## src/rtl/seq_pkg.sv

```systemverilog
// Shared definitions for the instruction-fetch slice: data width, fetch FSM
// state encoding and the default boot address.
// Optional feature macro used by the importers: PC_FETCH_TIMEOUT_EN.
package seq_pkg;

  localparam int WORD_W = 32;

  localparam logic [WORD_W-1:0] DEFAULT_RESET_PC = 32'h0000_0000;

  typedef enum logic [1:0] {
    ST_BOOT  = 2'd0,
    ST_FETCH = 2'd1,
    ST_VALID = 2'd2,
    ST_ERR   = 2'd3
  } fetch_state_e;

  // True when an address is not on a 32-bit word boundary.
  function automatic logic is_misaligned(input logic [WORD_W-1:0] addr);
    return addr[1:0] != 2'b00;
  endfunction

endpackage

```

## src/rtl/fetch_watchdog.sv

```systemverilog
// Counts FETCH cycles that pass without imem_ack; flags expiry on the cycle
// the TIMEOUT_CYC-th ack-less cycle is seen. Only built with PC_FETCH_TIMEOUT_EN.
// Latency: o_expired is combinational from the count and i_tick.
module fetch_watchdog #(
  parameter int TIMEOUT_CYC = 255
) (
  input  logic clk,
  input  logic rst_n,
  input  logic i_clear,
  input  logic i_tick,
  output logic o_expired
);

  localparam int CNT_W = $clog2(TIMEOUT_CYC + 1);

  logic [CNT_W-1:0] r_cnt;

  // Count ack-less wait cycles; held at zero whenever the FSM is outside FETCH.
  always_ff @(posedge clk or negedge rst_n) begin
    if (!rst_n) begin
      r_cnt <= '0;
    end else if (i_clear) begin
      r_cnt <= '0;
    end else if (i_tick) begin
      r_cnt <= r_cnt + 1'b1;
    end
  end

  // This cycle is the last permitted wait if the count already holds TIMEOUT_CYC-1.
  assign o_expired = i_tick && (r_cnt == CNT_W'(TIMEOUT_CYC - 1));

endmodule

```

## src/rtl/pc_fetch.sv

```systemverilog
// Program-counter fetch FSM: requests imem at pc, holds the instruction until
// the core advances. Ack in cycle N -> instr_valid in N+1; one instr per 2 cycles
// at zero wait. Backpressure: holds req/addr until ack. Optional: PC_FETCH_TIMEOUT_EN.
module pc_fetch
  import seq_pkg::*;
#(
  parameter logic [WORD_W-1:0] RESET_PC    = DEFAULT_RESET_PC,
  parameter int                TIMEOUT_CYC = 255
) (
  input  logic              clk,
  input  logic              rst_n,
  input  logic [WORD_W-1:0] new_pc,
  input  logic              advance,
  output logic [WORD_W-1:0] pc,
  output logic [WORD_W-1:0] instr,
  output logic              instr_valid,
  output logic              imem_req,
  output logic [WORD_W-1:0] imem_addr,
  input  logic [WORD_W-1:0] imem_rdata,
  input  logic              imem_ack,
  output logic              fetch_err
);

  fetch_state_e      r_state;
  fetch_state_e      w_state_nxt;
  logic [WORD_W-1:0] r_pc;
  logic [WORD_W-1:0] r_instr;
  logic              w_ack_take;
  logic              w_adv_take;
  logic              w_adv_bad;
  logic              w_timeout;

  // An ack only counts while requesting; an advance only counts while holding an instruction.
  assign w_ack_take = (r_state == ST_FETCH) && imem_ack;
  assign w_adv_take = (r_state == ST_VALID) && advance;
  assign w_adv_bad  = w_adv_take && is_misaligned(new_pc);

`ifdef PC_FETCH_TIMEOUT_EN
  fetch_watchdog #(
    .TIMEOUT_CYC (TIMEOUT_CYC)
  ) u_watchdog (
    .clk       (clk),
    .rst_n     (rst_n),
    .i_clear   (r_state != ST_FETCH),
    .i_tick    ((r_state == ST_FETCH) && !imem_ack),
    .o_expired (w_timeout)
  );
`else
  // Without the watchdog, FETCH waits for as long as the memory takes.
  assign w_timeout = 1'b0;
`endif

  // Next-state decode; ERR is absorbing until reset.
  always_comb begin
    w_state_nxt = r_state;
    case (r_state)
      ST_BOOT:  w_state_nxt = ST_FETCH;
      ST_FETCH: begin
        if (w_ack_take)     w_state_nxt = ST_VALID;
        else if (w_timeout) w_state_nxt = ST_ERR;
      end
      ST_VALID: begin
        if (w_adv_bad)       w_state_nxt = ST_ERR;
        else if (w_adv_take) w_state_nxt = ST_FETCH;
      end
      ST_ERR:   w_state_nxt = ST_ERR;
      default:  w_state_nxt = ST_ERR;
    endcase
  end

  // State register.
  always_ff @(posedge clk or negedge rst_n) begin
    if (!rst_n) r_state <= ST_BOOT;
    else        r_state <= w_state_nxt;
  end

  // PC only moves on an accepted, word-aligned advance; a bad target leaves it pointing at the faulting instruction.
  always_ff @(posedge clk or negedge rst_n) begin
    if (!rst_n)                       r_pc <= RESET_PC;
    else if (w_adv_take && !w_adv_bad) r_pc <= new_pc;
  end

  // Capture the read data exactly once, in the ack cycle.
  always_ff @(posedge clk or negedge rst_n) begin
    if (!rst_n)          r_instr <= '0;
    else if (w_ack_take) r_instr <= imem_rdata;
  end

  assign pc          = r_pc;
  assign imem_addr   = r_pc;
  assign instr       = r_instr;
  assign imem_req    = (r_state == ST_FETCH);
  assign instr_valid = (r_state == ST_VALID);
  assign fetch_err   = (r_state == ST_ERR);

endmodule

```

## config.mk

```make
export PLATFORM = sky130hd
export DESIGN_NAME = pc_fetch
export DESIGN_NICKNAME = d
export VERILOG_FILES = /design/src/rtl/seq_pkg.sv /design/src/rtl/fetch_watchdog.sv /design/src/rtl/pc_fetch.sv
export SDC_FILE = /design/constraint.sdc
export NUM_CORES = 1
export LEC_CHECK = 0
export CORE_MARGIN = 2
export CORE_UTILIZATION = 34
export DETAILED_ROUTE_END_ITERATION = 8
export PLACE_DENSITY = 0.83
export SLEW_MARGIN = 30
export SYNTH_ARGS = -nofsm -noshare
export SYNTH_HDL_FRONTEND = slang
export SYNTH_SLANG_ARGS = --single-unit
```

## constraint.sdc

```tcl
create_clock -name clk -period 1.4 [get_ports clk]
set_clock_uncertainty 0.2 [all_clocks]
set_input_delay 0.21 -clock clk [delete_from_list [all_inputs] [get_ports clk]]
set_output_delay 0.21 -clock clk [all_outputs]
set_load 0.02 [all_outputs]
```

Word-level counts from Yosys, hierarchy flattened:

Index checks and enable logic that the tools add are counted.

* equal/unequal tests: 5
* mux-type cells: 4
* reduce and logical (&&, ||, !) cells: 8

Operator list (number)
* case mux 2 bit (4 select lines): 1
* 2-to-1 mux 2 bit: 3
* == test 2 bit (second input constant): 2
* logical AND 1 bit: 4
* inequality test 3 x 1 -> 1 bit (second input constant): 1
* == test 2 x 1 -> 1 bit (second input constant): 1
* logical NOT 2 bit: 1
* inequality test 2 x 1 -> 1 bit (second input constant): 1
* AND reduction 2 bit: 1
* nonzero test 2 bit: 1
* logical NOT 1 bit: 1

* register bits: 66
* bits of input ports: 68
* output and inout bits: 99
* logic and storage cells: 20

Longest topological paths before layout:

Gate-level depths: netlist (run 1).

* depth in word-level cells: 5
* gate-level depth with buffers: 4

Worst setup path before layout (run 1):

No wires, ideal clock.

* path type: flip-flop to flip-flop
* start: reg r_state[0]
* end: reg r_instr[10] (netlist: instr[10])
* library setup time: 0.125 ns
* data arrival time: 1.268 ns
* setup slack: -0.193 ns
* stages on the path, launching flop included: 5
* buffers on the path: 1
* cells stage by stage: dfrtp_1 and2b_2 nand2_2 clkbuf_8 mux2_2

* word-level cells in the longest chain between the ends: 2

RTL lines
* start, declared: line pc_fetch.sv:24 `fetch_state_e r_state;`
* start signal, assigned: line pc_fetch.sv:74 `else r_state <= w_state_nxt;`
* == test 2 x 1 -> 1 bit
* via imem_req: line pc_fetch.sv:17 `output logic imem_req,`
* logical AND 1 bit: line pc_fetch.sv:34 `assign w_ack_take = (r_state == ST_FETCH) && imem_ack;`
* end signal, assigned: line pc_fetch.sv:86 `else if (w_ack_take) r_instr <= imem_rdata;`
* end, declared: line pc_fetch.sv:27 `logic [WORD_W-1:0] r_instr;`

The timed path passes the listed nets, and every way through them passes these cells.
A chain may end at the register's enable or synchronous reset.

Worst setup path in the final report (run 1):

* start: reg r_state[0]
* end: reg r_instr[13] (netlist: instr[13])

* word-level cells in the longest chain between the ends: 2

RTL lines (line)
* == test 2 x 1 -> 1 bit: pc_fetch.sv:34
* logical AND 1 bit: pc_fetch.sv:34

Every way passes these cells.

==> results of run 1 <==
[metrics by stage]
step / worst slack (ns) / cell area [um2] / hold WS [ns] / util [%] / power, uW
global placement: -0.429 / 4470 / 0.0498 / 57.6 / 2910
global route: -0.282 / 4480 / 0.252 / 57.7 / 4370
detailed placement: -0.464 / 4470 / 0.0591 / 57.6 / 2940
finish: -0.232 / 4480 / 0.204 / 57.7 / 4180
floorplan: -0.148 / 2850 / -0.286 / - / 2450
CTS: -0.249 / 4530 / 0.226 / 58.4 / 4240
[state kept, by name, indices dropped and copies added, names as in the netlist]
signal,cells
imem_addr,32
instr,32
r_state,2
[cell type report]
cell class / instances / area (um2) / area share [%]
clock buffers: 9 / 124 / 2.76
clock inverters: 7 / 46.3 / 1.03
inverters: 1 / 3.75 / 0.0837
multi-input cells: 73 / 1050 / 23.4
flip-flops and latches: 66 / 1650 / 36.8
well taps: 102 / 128 / 2.85
repair buffers: 185 / 1480 / 33.0
[critical path, stage by stage, from the launching register on]
cell and delay, ns:
dfrtp_1 0.40, and2b_2 0.22, buf_6 0.12, nand2_8 0.10, clkbuf_16 0.17, mux2_4 0.29
[cells by family (layout without fill, tap and decap cells)]
kind of cell / count (synthesis) / after routing / synth area share, %
AO/OA/AOI/OAI: 3 / 3 / 0.683
buffers and inverters: 39 / 202 / 11.6
flip-flops: 66 / 66 / 60.1
multiplexers: 62 / 62 / 25.4
AND/OR/NAND/NOR: 8 / 8 / 2.27
[worst paths after layout]
path,startpoint,end,depth (start not counted)
hold reg to reg,instr[29],instr[29],1
setup reg to reg,r_state[0],instr[13],5
max in group asynchronous,rst_n,imem_addr[28],3
hold / removal,rst_n,imem_addr[24],3
setup / recovery,r_state[0],instr[13],5
min in group clk,new_pc[11],imem_addr[11],2
[layer usage]
metal	GRT usage, %	part of all wire (%)	vias up
li1	-	-	894
met1	18.8	39	966
met2	28.8	53	88
met3	4.49	7.2	5
met4	6.88	1.0	0
met5	0	0	-
[synth_stat cells]
cell type and instances:
dfrtp_1 66, mux2_2 60, buf_4 32, buf_6 3, clkbuf_8 3, and2_1 2
and2b_2 2, mux2_1 2, nand2_2 2, o21ai_0 2, and2_2 1, inv_1 1
nor3b_2 1, o31a_1 1
[power by group through the flow]
stage | logic [uW] | clock network, uW | registers (uW)
final | 735 | 1370 | 2070
after global routing | 778 | 1510 | 2080
after detailed placement | 830 | 0 | 2110
after global placement | 816 | 0 | 2100
after floorplan | 227 | 0 | 2220
after CTS | 758 | 1410 | 2070
[repair_timing]
action                     CTS  global route
pin swaps                    0             2
hold endpoints to repair    66             0
setup endpoints to repair  161            93
cloned                       2             3
resized for setup          407            43
hold buffers                 1             0
setup buffers                3             1
==> results.yml, run 1 <==
sta:
  post-route-period-util_pct: 117
  grt_setup_unrepaired: "true"
  fmax_mhz: 613
  slew_violations: 0
  setup-violations-final: 67
  finalHoldViolCount: 0
  finalSetupTns_ns: -12.35
  min_period_ns: 1.63
  tightest_slew_ns: 0.368
  fin_ws_ns: -0.232
  relSlewSlack_pct: 75.5
logic_synthesis:
  synthCells: 178
  seq_area_frac_synth_pct: 60.1
  syn_area_um2: 2750
  yosysWarnings: 0
  synth_cell_type_count: 14
  yosys-top-cells-area: "dfrtp_1 (60%), mux2_2 (25%), buf_4 (8.7%)"
  synth_area_per_cell_um2: 15.5
  synth_nets: 246
  synth-seq-cells: 66
  synth_top_area_cell: "dfrtp_1"
  netlist.area_leader.share_pct: 60.1
floorplan:
  die_area_um2: 8820
  initial_core_util_pct: 35.4
  core_um2: 7770
  die_y_um: 93.9
  pin_count: 167
  rows: 32
  chipWidth_um: 93.9
run_status:
  violations: "negative setup slack"
  status: "finished with violations"
power:
  peakVddDrop_mv: 0.461
  p_sw_share_pct: 27.4
  clockPowerShare_pct: 32.9
  pwr-share-comb_pct: 17.6
  p_per_area_nw_per_um2: 931
  power_switching_uw: 1140
  p_int_uw: 3030
  pwr-share-seq_pct: 49.6
  p_leak_uw: 0.00258
layout:
  nNetsFinal: 404
  finalNonFillerCells: 443
  nFillCells: 668
  drive_gt1_share_pct: 59.8
  diodes: 0
  mostFrequentLayoutCells: "buf_2 (97), dfrtp_1 (66), clkdlybuf4s50_1 (66), mux2_4 (62), clkbuf_8 (9)"
  final_common_cell: "buf_2"
  syn_to_final_growth_pct: 63.1
route:
  vias: 1953
  viasPerCell: 4.41
  drt-initial-drc-count: 33
  wl_mm: 7.35
  route.antenna.remaining_nets: 0
  wl_per_cell_um: 16.6
  firstDrtPassIters: 5
  drc_errors: 0
cts:
  htree_num_levels: 3
  clock-sinks: 66
  cts_tree: "built"
  cts_buffers: 9
  root_buffer: "clkbuf_8"
  cts_buffer_depth: 2
  clk_pin_slew_ns: 0.07
  clock_latency_ns: 0.32
place:
  placed_cells: 419
  numPortBuffers: 166
  dp_hpwl_mm: 5.02
  gp_congestion: 0.657
worst_setup_path:
  endpoint_kind: "flip-flop"
  crit_type: "flip-flop to flip-flop"
  startpoint_type: "flip-flop"
  reg2reg_slack_ns: -0.23
  cp.required_ns: 1.41
  path_max_fanout: 6
  arrival_ns: 1.64
grt:
  grt_use_total_pct: 16.4
  grt_max_degree: 67
  antenna_found_initial: 0
  grt_pass1_wl_mm: 11.0
  grt_pass1_vias: 2073
  overflow: 0
min_path:
  hold_path.class: "input port to async pin"
job:
  drv_cap: 0
Note: power is estimated with default switching activity, not from simulation.
==> run 2, diff against run 1 <==
--- a/config.mk
+++ b/config.mk
@@ -6,9 +6,10 @@
 export NUM_CORES = 1
 export LEC_CHECK = 0
 export CORE_MARGIN = 2
-export CORE_UTILIZATION = 34
+export CORE_UTILIZATION = 40
 export DETAILED_ROUTE_END_ITERATION = 8
-export PLACE_DENSITY = 0.83
+export GPL_TIMING_DRIVEN = 0
+export PLACE_DENSITY = 0.91
 export SLEW_MARGIN = 30
 export SYNTH_ARGS = -nofsm -noshare
 export SYNTH_HDL_FRONTEND = slang
==> constraint.sdc (replaced) <==
create_clock -name clk -period 2.1 [get_ports clk]
set_clock_uncertainty 0.2 [all_clocks]
set_input_delay 0.315 -clock clk [delete_from_list [all_inputs] [get_ports clk]]
set_output_delay 0.315 -clock clk [all_outputs]
set_load 0.02 [all_outputs]
==> run 2 against run 1 <==
The flow now finishes without violations. Combinational power fell by 21%. Critical path type is now flip-flop to primary output. First-iteration DRC count fell by 48%. Design area rose by 5.0%. Sequential power fell by 33%. Critical path depth fell by 3. Highest routed layer unchanged.
==> results.yml, run 2 (synthesis gave the netlist of run 1 again) <==
power:
  power_switching_uw: 701
  peakVddDrop_mv: 0.488
  p_sw_share_pct: 24.4
  p_int_uw: 2170
  p_per_area_nw_per_um2: 609
  pwr-share-comb_pct: 20.1
  clockPowerShare_pct: 31.8
  pwr-share-seq_pct: 48.0
  p_leak_uw: 0.00224
layout:
  nFillCells: 475
  nNetsFinal: 425
  multi_input_area_um2: 779
  finalNonFillerCells: 441
  syn_to_final_growth_pct: 71.2
  seqCellArea_um2: 1650
  final_common_cell: "clkdlybuf4s50_1"
  diodes: 0
  drive_gt1_share_pct: 33.2
  mostFrequentLayoutCells: "clkdlybuf4s50_1 (163), dfrtp_1 (66), mux2_2 (60), buf_4 (33), clkbuf_8 (14)"
route:
  route.antenna.remaining_nets: 0
  drc_errors: 0
  viasPerCell: 4.56
  wl_per_cell_um: 14.9
  firstDrtPassIters: 4
  wl_mm: 6.59
  vias: 2013
  drt-initial-drc-count: 17
worst_setup_path:
  path_cells: "and2_2 -> clkdlybuf4s50_1"
  cp.required_ns: 1.58
  endpoint_kind: "primary output"
  slowest_stage: "clkdlybuf4s50_1"
  cpPeakStageDelay_ns: 0.62
  crit_type: "flip-flop to primary output"
  path_max_fanout: 5
  arrival_ns: 1.48
  startpoint_type: "flip-flop"
min_path:
  hold_path.class: "input port to async pin"
floorplan:
  die_area_um2: 7550
  chipWidth_um: 86.9
  core_um2: 6720
  pin_count: 167
  die_y_um: 86.9
  rows: 30
  initial_core_util_pct: 40.9
cts:
  cts_buffers: 9
  htree_num_levels: 3
  clk_pin_slew_ns: 0.07
  clock-sinks: 66
  root_buffer: "clkbuf_8"
  cts_tree: "built"
  cts_setup_buffers: 0
  cts_buffer_depth: 2
  clock_latency_ns: 0.32
grt:
  grt_max_degree: 36
  antenna_found_initial: 0
  grt_use_total_pct: 17.9
  grt_pass1_vias: 2081
  grt_pass1_wl_mm: 10.2
  overflow: 0
sta:
  grt_setup_unrepaired: "false"
  slew_violations: 0
  relSlewSlack_pct: 72.1
  fmax_mhz: 501
  min_period_ns: 1.99
  finalHoldViolCount: 0
  tightest_slew_ns: 0.418
  fin_ws_ns: 0.106
  whs_ns: 0.270
  setup-violations-final: 0
  post-route-period-util_pct: 95.0
job:
  drv_cap: 0
place:
  dp_hpwl_mm: 5.26
  numPortBuffers: 166
  gp_congestion: 0.697
  post-place-ws_ns: 0.101
  placed_cells: 425
run_status:
  status: "finished, final reports clean"
run 2: cell count changes in the layout (fill, tap and decap cells not counted), sizes merged:
cell	before	now
buf	115	37
clkbuf	12	15
clkdlybuf4s50	66	163
clkinv	4	3
clkinvlp	3	0
dlygate4sd2	0	2
run 2: worst max-delay path, delay by kind of cell (launching register included):
family | cells | cell delay [ns]
and+or+nand+nor | 1 | 0.15
buffers and inverters | 1 | 0.62
DFF | 1 | 0.39
run 2: area by class of cell:
cell class	instances	area share, %
Timing Repair Buffer	168	35.8
Clock inverter	3	0.319
Buffer	38	6.70
Sequential cell	66	35.1
Tap cell	80	2.13
Clock buffer	12	3.30
Inverter	1	0.0797
Multi-Input combinational cell	73	16.6
run 2: what timing repair did:
action,4_1_cts,5_1_grt
endpoints found under the setup margin,2,0
hold buffers,1,0
endpoints found under the hold margin,31,0
gates resized for setup,2,0
run 2: final timing paths:
path / startpoint / endpoint / slack [ns] / depth (start not counted)
min: rst_n / imem_addr[22] / 0.27 / 2
min reg2reg: instr[3] / instr[3] / 0.30 / 1
max in group asynchronous: rst_n / instr[31] / 0.90 / 3
min in group clk: instr[3] / instr[3] / 0.30 / 1
max reg2reg: r_state[1] / instr[19] / 0.44 / 4
max: r_state[1] / fetch_err / 0.11 / 2
run 2: power groups by stage:
stage,clock network (uW),logic (uW),registers (uW)
floorplan,0,138,1480
global placement,0,564,1400
detailed placement,0,582,1400
CTS,958,586,1380
global route,1020,611,1390
finish,913,578,1380
run 2: per-layer routing:
metal / vias to the layer above / GRT usage [%] / wire, um
met2: 109 / 30.3 / 3470
met1: 966 / 20.3 / 2440
li1: 932 / - / -
met4: 0 / 6.68 / 49
met5: - / 0 / 0
met3: 6 / 7.11 / 631
run 2: metrics by stage:
step	cell area [um2]	utilization (%)	total power, uW	setup TNS (ns)
floorplan	2750	-	1620	0
global placement	4510	67.2	1960	-109.44
detailed placement	4530	67.4	1980	0
CTS	4710	70.1	2920	0
global route	4710	70.1	3020	0
finish	4710	70.1	2870	0
